==> src/rtl/bcd_addsub_serial.sv <==
// Digit-serial N-digit packed-BCD adder/subtractor with start/ready/done handshake.
// A negative difference is turned back into sign + magnitude by a second serial pass.
module bcd_addsub_serial #(
  parameter  int DIGITS = 4,
  localparam int CNT_W  = $clog2(DIGITS + 1)
) (
  input  logic                  clk,
  input  logic                  rst,
  input  logic                  start,
  input  logic                  sub,
  input  logic [4*DIGITS-1:0]   a,
  input  logic [4*DIGITS-1:0]   b,
  input  logic                  cin,
  output logic                  ready,
  output logic                  done,
  output logic [4*DIGITS-1:0]   result,
  output logic                  cout,
  output logic                  neg,
  output logic                  invalid
);

  localparam int W = 4 * DIGITS;

  // state  | meaning
  // IDLE   | waiting for start, ready=1
  // ADD    | serial a + b (or a + nines(b) + 1), one digit per cycle
  // FIX    | serial ten's complement of a negative difference
  // DONE   | one-cycle done pulse, outputs valid
  localparam logic [1:0] S_IDLE = 2'd0;
  localparam logic [1:0] S_ADD  = 2'd1;
  localparam logic [1:0] S_FIX  = 2'd2;
  localparam logic [1:0] S_DONE = 2'd3;

  function automatic logic [W-1:0] nines(input logic [W-1:0] v);
    logic [W-1:0] r;
    r = '0;
    for (int i = 0; i < DIGITS; i++) r[4*i +: 4] = 4'd9 - v[4*i +: 4];
    return r;
  endfunction

  function automatic logic has_bad(input logic [W-1:0] v);
    logic bad;
    bad = 1'b0;
    for (int i = 0; i < DIGITS; i++) if (v[4*i +: 4] > 4'd9) bad = 1'b1;
    return bad;
  endfunction

  logic [1:0]       state_q, state_d;
  logic [CNT_W-1:0] cnt_q, cnt_d;
  logic [W-1:0]     opa_q, opa_d;
  logic [W-1:0]     opb_q, opb_d;
  logic [W-1:0]     res_q, res_d;
  logic             carry_q, carry_d;
  logic             sub_q, sub_d;
  logic             inv_q, inv_d;
  logic [W-1:0]     result_q, result_d;
  logic             cout_q, cout_d;
  logic             neg_q, neg_d;
  logic             invalid_q, invalid_d;

  logic [4:0]       dsum;
  logic [4:0]       dsum6;
  logic             corr;
  logic [3:0]       digit;
  logic [W-1:0]     res_shift;
  logic             last;

  always_comb begin
    dsum      = {1'b0, opa_q[3:0]} + {1'b0, opb_q[3:0]} + {4'b0, carry_q};
    dsum6     = dsum + 5'd6;
    corr      = dsum > 5'd9;
    digit     = corr ? dsum6[3:0] : dsum[3:0];
    res_shift = W'({digit, res_q} >> 4);
    last      = cnt_q == CNT_W'(DIGITS - 1);
  end

  always_comb begin
    state_d   = state_q;
    cnt_d     = cnt_q;
    opa_d     = opa_q;
    opb_d     = opb_q;
    res_d     = res_q;
    carry_d   = carry_q;
    sub_d     = sub_q;
    inv_d     = inv_q;
    result_d  = result_q;
    cout_d    = cout_q;
    neg_d     = neg_q;
    invalid_d = invalid_q;
    case (state_q)
      S_IDLE: begin
        if (start) begin
          opa_d   = a;
          opb_d   = sub ? nines(b) : b;
          carry_d = sub ? 1'b1 : cin;
          sub_d   = sub;
          inv_d   = has_bad(a) | has_bad(b);
          cnt_d   = '0;
          state_d = S_ADD;
        end
      end
      S_ADD, S_FIX: begin
        opa_d   = opa_q >> 4;
        opb_d   = opb_q >> 4;
        carry_d = corr;
        res_d   = res_shift;
        cnt_d   = cnt_q + CNT_W'(1);
        if (last) begin
          if (inv_q) begin
            result_d  = '0;
            cout_d    = 1'b0;
            neg_d     = 1'b0;
            invalid_d = 1'b1;
            state_d   = S_DONE;
          end else if (state_q == S_ADD && sub_q && !corr) begin
            // Borrow out: complement the just-finished difference in a second pass.
            opa_d   = nines(res_shift);
            opb_d   = '0;
            carry_d = 1'b1;
            cnt_d   = '0;
            state_d = S_FIX;
          end else begin
            result_d  = res_shift;
            cout_d    = (state_q == S_ADD) ? corr : 1'b0;
            neg_d     = (state_q == S_FIX);
            invalid_d = 1'b0;
            state_d   = S_DONE;
          end
        end
      end
      default: state_d = S_IDLE;
    endcase
  end

  always_ff @(posedge clk) begin
    if (rst) begin
      state_q   <= S_IDLE;
      cnt_q     <= '0;
      opa_q     <= '0;
      opb_q     <= '0;
      res_q     <= '0;
      carry_q   <= 1'b0;
      sub_q     <= 1'b0;
      inv_q     <= 1'b0;
      result_q  <= '0;
      cout_q    <= 1'b0;
      neg_q     <= 1'b0;
      invalid_q <= 1'b0;
    end else begin
      state_q   <= state_d;
      cnt_q     <= cnt_d;
      opa_q     <= opa_d;
      opb_q     <= opb_d;
      res_q     <= res_d;
      carry_q   <= carry_d;
      sub_q     <= sub_d;
      inv_q     <= inv_d;
      result_q  <= result_d;
      cout_q    <= cout_d;
      neg_q     <= neg_d;
      invalid_q <= invalid_d;
    end
  end

  assign ready   = state_q == S_IDLE;
  assign done    = state_q == S_DONE;
  assign result  = result_q;
  assign cout    = cout_q;
  assign neg     = neg_q;
  assign invalid = invalid_q;

endmodule

==> config.mk <==
export PLATFORM = sky130hd
export DESIGN_NAME = bcd_addsub_serial
export DESIGN_NICKNAME = d
export VERILOG_FILES = /design/src/rtl/bcd_addsub_serial.sv
export SDC_FILE = /design/constraint.sdc
export NUM_CORES = 1
export LEC_CHECK = 0
export CORE_ASPECT_RATIO = 0.75
export CORE_MARGIN = 2
export CORE_UTILIZATION = 59
export DETAILED_ROUTE_END_ITERATION = 10
export PLACE_DENSITY = 0.86
export SETUP_SLACK_MARGIN = 0.1
export SLEW_MARGIN = 20
export SYNTH_ARGS = -nofsm -noshare
export SYNTH_HDL_FRONTEND = slang
export SYNTH_SLANG_ARGS = --single-unit
export TNS_END_PERCENT = 100
==> constraint.sdc <==
create_clock -name clk -period 5.78 [get_ports clk]
set_input_delay 1.156 -clock clk [delete_from_list [all_inputs] [get_ports clk]]
set_output_delay 1.156 -clock clk [all_outputs]
set_load 0.1 [all_outputs]
-- Word-level counts from Yosys, hierarchy flattened
Index checks and enable logic that the tools add are counted.
- reduce and logical (&&, ||, !) cells: 10
- bitwise logic cells: 1
- equality and inequality tests: 7
- mux-type cells: 49
- $lt $le $gt $ge: 9
- $add $sub $neg: 12
- operator list (operator ; number):
    two-way mux 16 bit ; 8
    one-hot mux 16 bit (2 select lines) ; 2
    two-way mux 12 bit ; 3
    greater-than comparator 4 bit, second input constant ; 8
    subtractor 4 bit, first input constant ; 8
    two-way mux 1 bit ; 26
    two-way mux 3 bit ; 4
    inequality test 2 bit, second input constant ; 3
    one-hot mux 3 bit (2 select lines) ; 1
    AND reduction 2 bit ; 3
    adder 4 x 4 -> 5 bit ; 1
    adder 5 x 1 -> 5 bit ; 1
    greater-than comparator 5 x 4 -> 1 bit, second input constant ; 1
    adder 4 x 3 -> 4 bit, second input constant ; 1
    equality test 2 bit, second input constant ; 2
    two-way mux 2 bit ; 2
    two-way mux 4 bit ; 1
    one-hot mux 2 bit (2 select lines) ; 1
    adder 3 x 1 -> 3 bit, second input constant ; 1
    equality test 3 x 2 -> 1 bit, second input constant ; 1
    AND reduction 3 bit ; 1
    equality test 2 x 1 -> 1 bit, second input constant ; 1
    logical AND 1 bit ; 2
    logical NOT 2 bit ; 1
    other kinds (5) ; 5
- word-level logic and storage cells: 100
- output and inout bits: 21
- bits in registers: 75
- input bits: 37

-- Longest topological paths before layout
- depth in word-level cells: 9
- depth in mapped cells: 11
- depth with buffers taken out: 10

-- Worst setup path after synthesis
Ideal clock, no wire load.
- path type: flip-flop to flip-flop
- start: reg opa_q[0]
- end: reg cout_q, in the netlist cout
- path buffers: 1
- cell stages (with the launch flop): 12
- data required time: 5.710 ns
- data arrival time: 2.853 ns
- period minus slack after synthesis: 2.924 ns
- path slack: 2.856 ns
- setup time: 0.070 ns
- path through: dfxtp_1 -> fa_1 -> inv_1 -> fa_1 -> xor2_2 -> ha_1 -> a21boi_0 -> a211oi_1 -> o21ai_1 -> buf_2 -> nand3_1 -> a21oi_1
- cells in the longest elaborated chain, start to end: 7
- elaborated cells on any way between the ends: 10
- classes of those cells: 2 x add/sub; 1 x order compare; 1 x eq/ne; 3 x mux; 3 x reduce/logical
- RTL lines (item ; RTL line ; source):
    from (decl) ; 50 ; logic [W-1:0] opa_q, opa_d;
    from (signal assigned) ; 152 ; opa_q <= opa_d;
    adder 4 x 4 -> 5 bit (*) ; 69 ; dsum = {1'b0, opa_q[3:0]} + {1'b0, opb_q[3:0]} + {4'b0, carry_q};
    adder 5 x 1 -> 5 bit (*) ; 69 ;
    greater-than comparator 5 x 4 -> 1 bit (*) ; 71 ; corr = dsum > 5'd9;
    logical NOT 1 bit ; 115 ; end else if (state_q == S_ADD && sub_q && !corr) begin
    logical AND 1 bit ; 115 ;
    inequality test 2 bit (no source line) ; -- ;
    AND reduction 3 bit (no source line) ; -- ;
    to (signal assigned) ; 159 ; cout_q <= cout_d;
    to (decl) ; 57 ; logic cout_q, cout_d;
Every way passes the cells marked *; elsewhere a longest branch is shown, timed or not. The select of a mux whose other input is x is not followed.
A chain may end at the register's enable or synchronous reset.

-- Final worst setup path
- start: reg opa_q[0]
- end: reg result_q[15], in the netlist result[15]
- cells in the longest elaborated chain, start to end: 7
- elaborated cells on any way between the ends: 11
- classes of those cells: 3 x add/sub; 1 x order compare; 1 x eq/ne; 3 x mux; 3 x reduce/logical
- RTL lines (item ; RTL line ; source):
    adder 4 x 4 -> 5 bit (*) ; 69 ;
    adder 5 x 1 -> 5 bit (*) ; 69 ;
    greater-than comparator 5 x 4 -> 1 bit ; 71 ;
    logical NOT 1 bit ; 115 ;
    logical AND 1 bit ; 115 ;
    inequality test 2 bit (no source line) ; -- ;
    AND reduction 3 bit (no source line) ; -- ;
    to (signal assigned) ; 158 ; result_q <= result_d;
    to (decl) ; 56 ; logic [W-1:0] result_q, result_d;
Marks and branches as above.

==> results.md <==
* Outcome: finished, final reports clean
* Wire length after detailed routing at approximately 11000 um
* Seq cells post-synth at 71
* Gate Count Post-Synth at 487
* Initial core utilization at 61.78%
* Synth Area per Inst at approximately 8.1 um^2
* Share of total power in combinational logic at 30.4%
* Setup crit end kind: flip-flop
* Number of cells on the worst reg-to-reg path at 11
* Setup TNS at 0 ps
* H-tree depth reported by CTS at 3
* Residual overflow from global routing at 0
* Clk Tree Root Cell: sky130_fd_sc_hd__clkbuf_8
* Xor/xnor share of the synthesized area at 2.856%
* Clock share of power at 32.4%
* Final layout net count at about 580
* Number of DRC markers in iteration 0 at ~420
* Clock net sink count at 71
* Clock slew seen by the registers of the worst setup and hold paths at 80 ps
* Count of flip-flops with a built-in enable after synthesis at 0
* Cell total after placement at 594
* TritonCTS buffer count at 9
* Max Freq at about 0.27 GHz
* Gp weighted congestion at 0.9016
* Final antenna diode count at 0
* Commonest cells after routing, fill and taps aside: sky130_fd_sc_hd__dfxtp_1, sky130_fd_sc_hd__clkdlybuf4s50_1, sky130_fd_sc_hd__a21oi_1, sky130_fd_sc_hd__nand2_1, sky130_fd_sc_hd__nand3_1
* Per-cell routed wire length at 18.20 um
* Non-filler cells in the finished layout at around 610
* Number of vias per cell after detailed routing at 6.478
* Most common cell after layout, fill and taps aside: sky130_fd_sc_hd__dfxtp_1
* Resized Gates After CTS at 0
* Worst R2R Start: opa_q[0]
* Horiz. Die Dim at 98.39 um
* Time the worst path needs with I/O delays and setup at 3742 ps
* Dominant combinational cell family by area after synthesis: compound AO/OA/AOI/OAI gates
* Synthesized-area fraction occupied by adder cells at 7.045%
* Worst path most repeated cell: sky130_fd_sc_hd__fa_1
* Number of detailed-route iterations in the first pass at 6
* Endpoint arrival time on the critical path at 4010 ps
* End of the worst register-to-register path: result[15]
* Post-Syn Area at 3943 um^2
* Mux cell area share after synthesis at 4.062%
* Worst reg2reg setup slack at 2040 ps
* Worst path cell trace: fa_1, inv_1, fa_1, ha_1, a21boi_0, a31o_2, o31ai_4, buf_6, buf_4, o21ai_0, o41ai_2
* Hold Violations, Final at 0
* Area of the die at 7359 um^2
* # hold bufs at CTS at 0
* Clock Skews at just under 8 ps
* Basic-gate share of the synthesized area counting and, or, nand and nor cells at 17.77%
* Standard-cell row count at 25
* Hold_ws at around 460 ps
* Synthesized net count at approximately 550
* Type of the worst setup path: reg2reg
* Post-detailed-placement half-perimeter wirelength at 7494 um
* Core box area at 6381 um^2
* Part of the Yosys area used for sequential elements at a little over a third
* Latest clock arrival within the worst-skew pair at 360 ps
* Max capacitance violation total at 0
* Largest stage delay, worst path at approximately 560 ps
* VDD IR-drop max at between 150 and 200 uV
* Critical path launch point: opa_q[0]
* TritonCTS clock tree: yes
* Crit-path slowest cell: sky130_fd_sc_hd__fa_1
* Setup Buffers After CTS at 0
* Pin count of the biggest net entering global routing at 68
* Setup violation total in the final timing report at 0
* Setup repair after global routing missed its margin: false
* Static leakage at between 1.5 and 2 nW
* Power density of the placed cells at roughly 320 nW/um^2
* Residual DRC count at 0
* Remaining number of nets flagged by the antenna check after routing at 0
* Capture point of the worst path: result[15]
* Worst Path Max Fanout at 17
* Sequential fraction of design power at 37.2%
* Count of fill cells added during filler insertion at roughly 500
* Kind of launch point of the worst setup path: flip-flop
* Synthesis Warnings at 0
* Boundary pin count at 58
* Switching power at 525.7 uW
* Number of pins exceeding their max-slew limit in the final report at 0
* Port-buffer cells at 57
* Worst Tran Pin Value at 1048 ps
* Max-Slew Margin vs Limit at around 30%
* Total global-route track usage at 30.54%
* Fraction of layout instances using a drive strength above 1 at 5.849%
* Area fraction in compound gates after synthesis at 25.26%
* Antenna violations before repair at 0
* Via total after detailed routing at 3958
* Synth unique cells at 57
* Hold WC Path Type: reg2reg
* Wire length of the first global-routing pass at 17790 um
* Via count of the first global-routing pass at 3513
* Maximum number of buffers from clock root to sink at 2
* Worst endpoint required time at 6050 ps
* Prevailing post-synth register cell: sky130_fd_sc_hd__dfxtp_1
* Die boundary height at 74.80 um
* Async set-or-reset flop fraction in the synthesized netlist at 0%
* Internal power at 999.5 uW
* Area growth syn-to-layout at 20.69%
* Share of the clock period used by the worst path after layout at about two thirds
* Switching Fraction at 34.47%
-- layout make-up --
type | count | area (um^2) | area share, %
clock buffers | 11 | 141.4 | 2.971
clock inverters | 5 | 105.1 | 2.209
inverters | 30 | 112.6 | 2.367
multi-input cells | 349 | 2255 | 47.38
flip-flops and latches | 71 | 1421 | 29.87
well taps | 81 | 101.3 | 2.130
repair buffers | 64 | 621.8 | 13.07
-- per-stage QoR --
step	utilization (%)	total power, mW	area, um^2	setup WS [ps]
2_1_floorplan	-	0.9021	3943	2856
3_3_place_gp	70.41	1.002	4493	2015
3_5_place_dp	70.53	1.017	4501	1903
4_1_cts	74.39	1.507	4747	1874
5_1_grt	74.57	1.593	4758	1907
6_report	74.57	1.525	4758	2038
-- critical path, delay by kind of cell (launching register included) --
kind	cells	cell delay, ps
flops	1	330
compound gates	5	1360
buf+inv	3	600
fa+ha+maj	3	1350
-- registers in the layout (all words and copies together) (netlist names) --
name	count
opa_q	16
opb_q	16
result	16
res_q	12
cnt_q	3
state_q	2
carry_q	1
cout	1
inv_q	1
invalid	1
neg	1
sub_q	1
-- cells in the mapped netlist (all sizes together) (5+ instances only) --
master    n  area (um^2)
buf      13        71.32
a311o     9        90.09
ha       19        237.7
nor2     35        133.9
dfxtp    71         1421
o21ai    26        130.1
and3      5        31.28
inv      29        108.9
nand3    35        175.2
o2111ai  18        157.7
xor2      5        51.30
nor4      7        43.79
xnor2     7        61.31
nor3     11        55.05
a211oi    9        67.56
clkbuf   24        90.09
mux2i    16        160.2
a21oi    55        275.3
nand2    44        165.2
-- per-layer routing --
metal  wire length (um)  track usage, %  vias up
met5                  0               0        -
met1               4866           43.46     1873
met3                967           8.542       28
met4                241           8.219        0
met2               5047           46.26      206
li1                   -               -     1851
-- worst min path at each step --
stage / slack (ps) / cells after the start / end / from
global route: 480 / 2 / opb_q[13] / opb_q[13]
finish: 460 / 2 / opb_q[8] / opb_q[8]
floorplan: 430 / 2 / opb_q[10] / opb_q[10]
global placement: 430 / 2 / opb_q[8] / opb_q[8]
CTS: 460 / 2 / opb_q[8] / opb_q[8]
detailed placement: 440 / 2 / opb_q[8] / opb_q[8]
-- cells by family (layout without fill, tap and decap cells) --
logic type / after synthesis / count (layout)
xor+xnor: 12 / 12
simple gates: 151 / 151
fa+ha+maj: 21 / 21
mux: 16 / 16
buf+inv: 67 / 110
compound gates: 149 / 149
flops: 71 / 71
-- power groups by stage --
stage / Sequential [mW] / Clock [mW] / Combinational [mW]
6_report: 0.567 / 0.495 / 0.463
3_3_place_gp: 0.575 / 0 / 0.427
2_1_floorplan: 0.565 / 0 / 0.337
5_1_grt: 0.572 / 0.518 / 0.503
4_1_cts: 0.566 / 0.495 / 0.446
3_5_place_dp: 0.577 / 0 / 0.439
No activity file was read; power rests on OpenSTA's default activity.
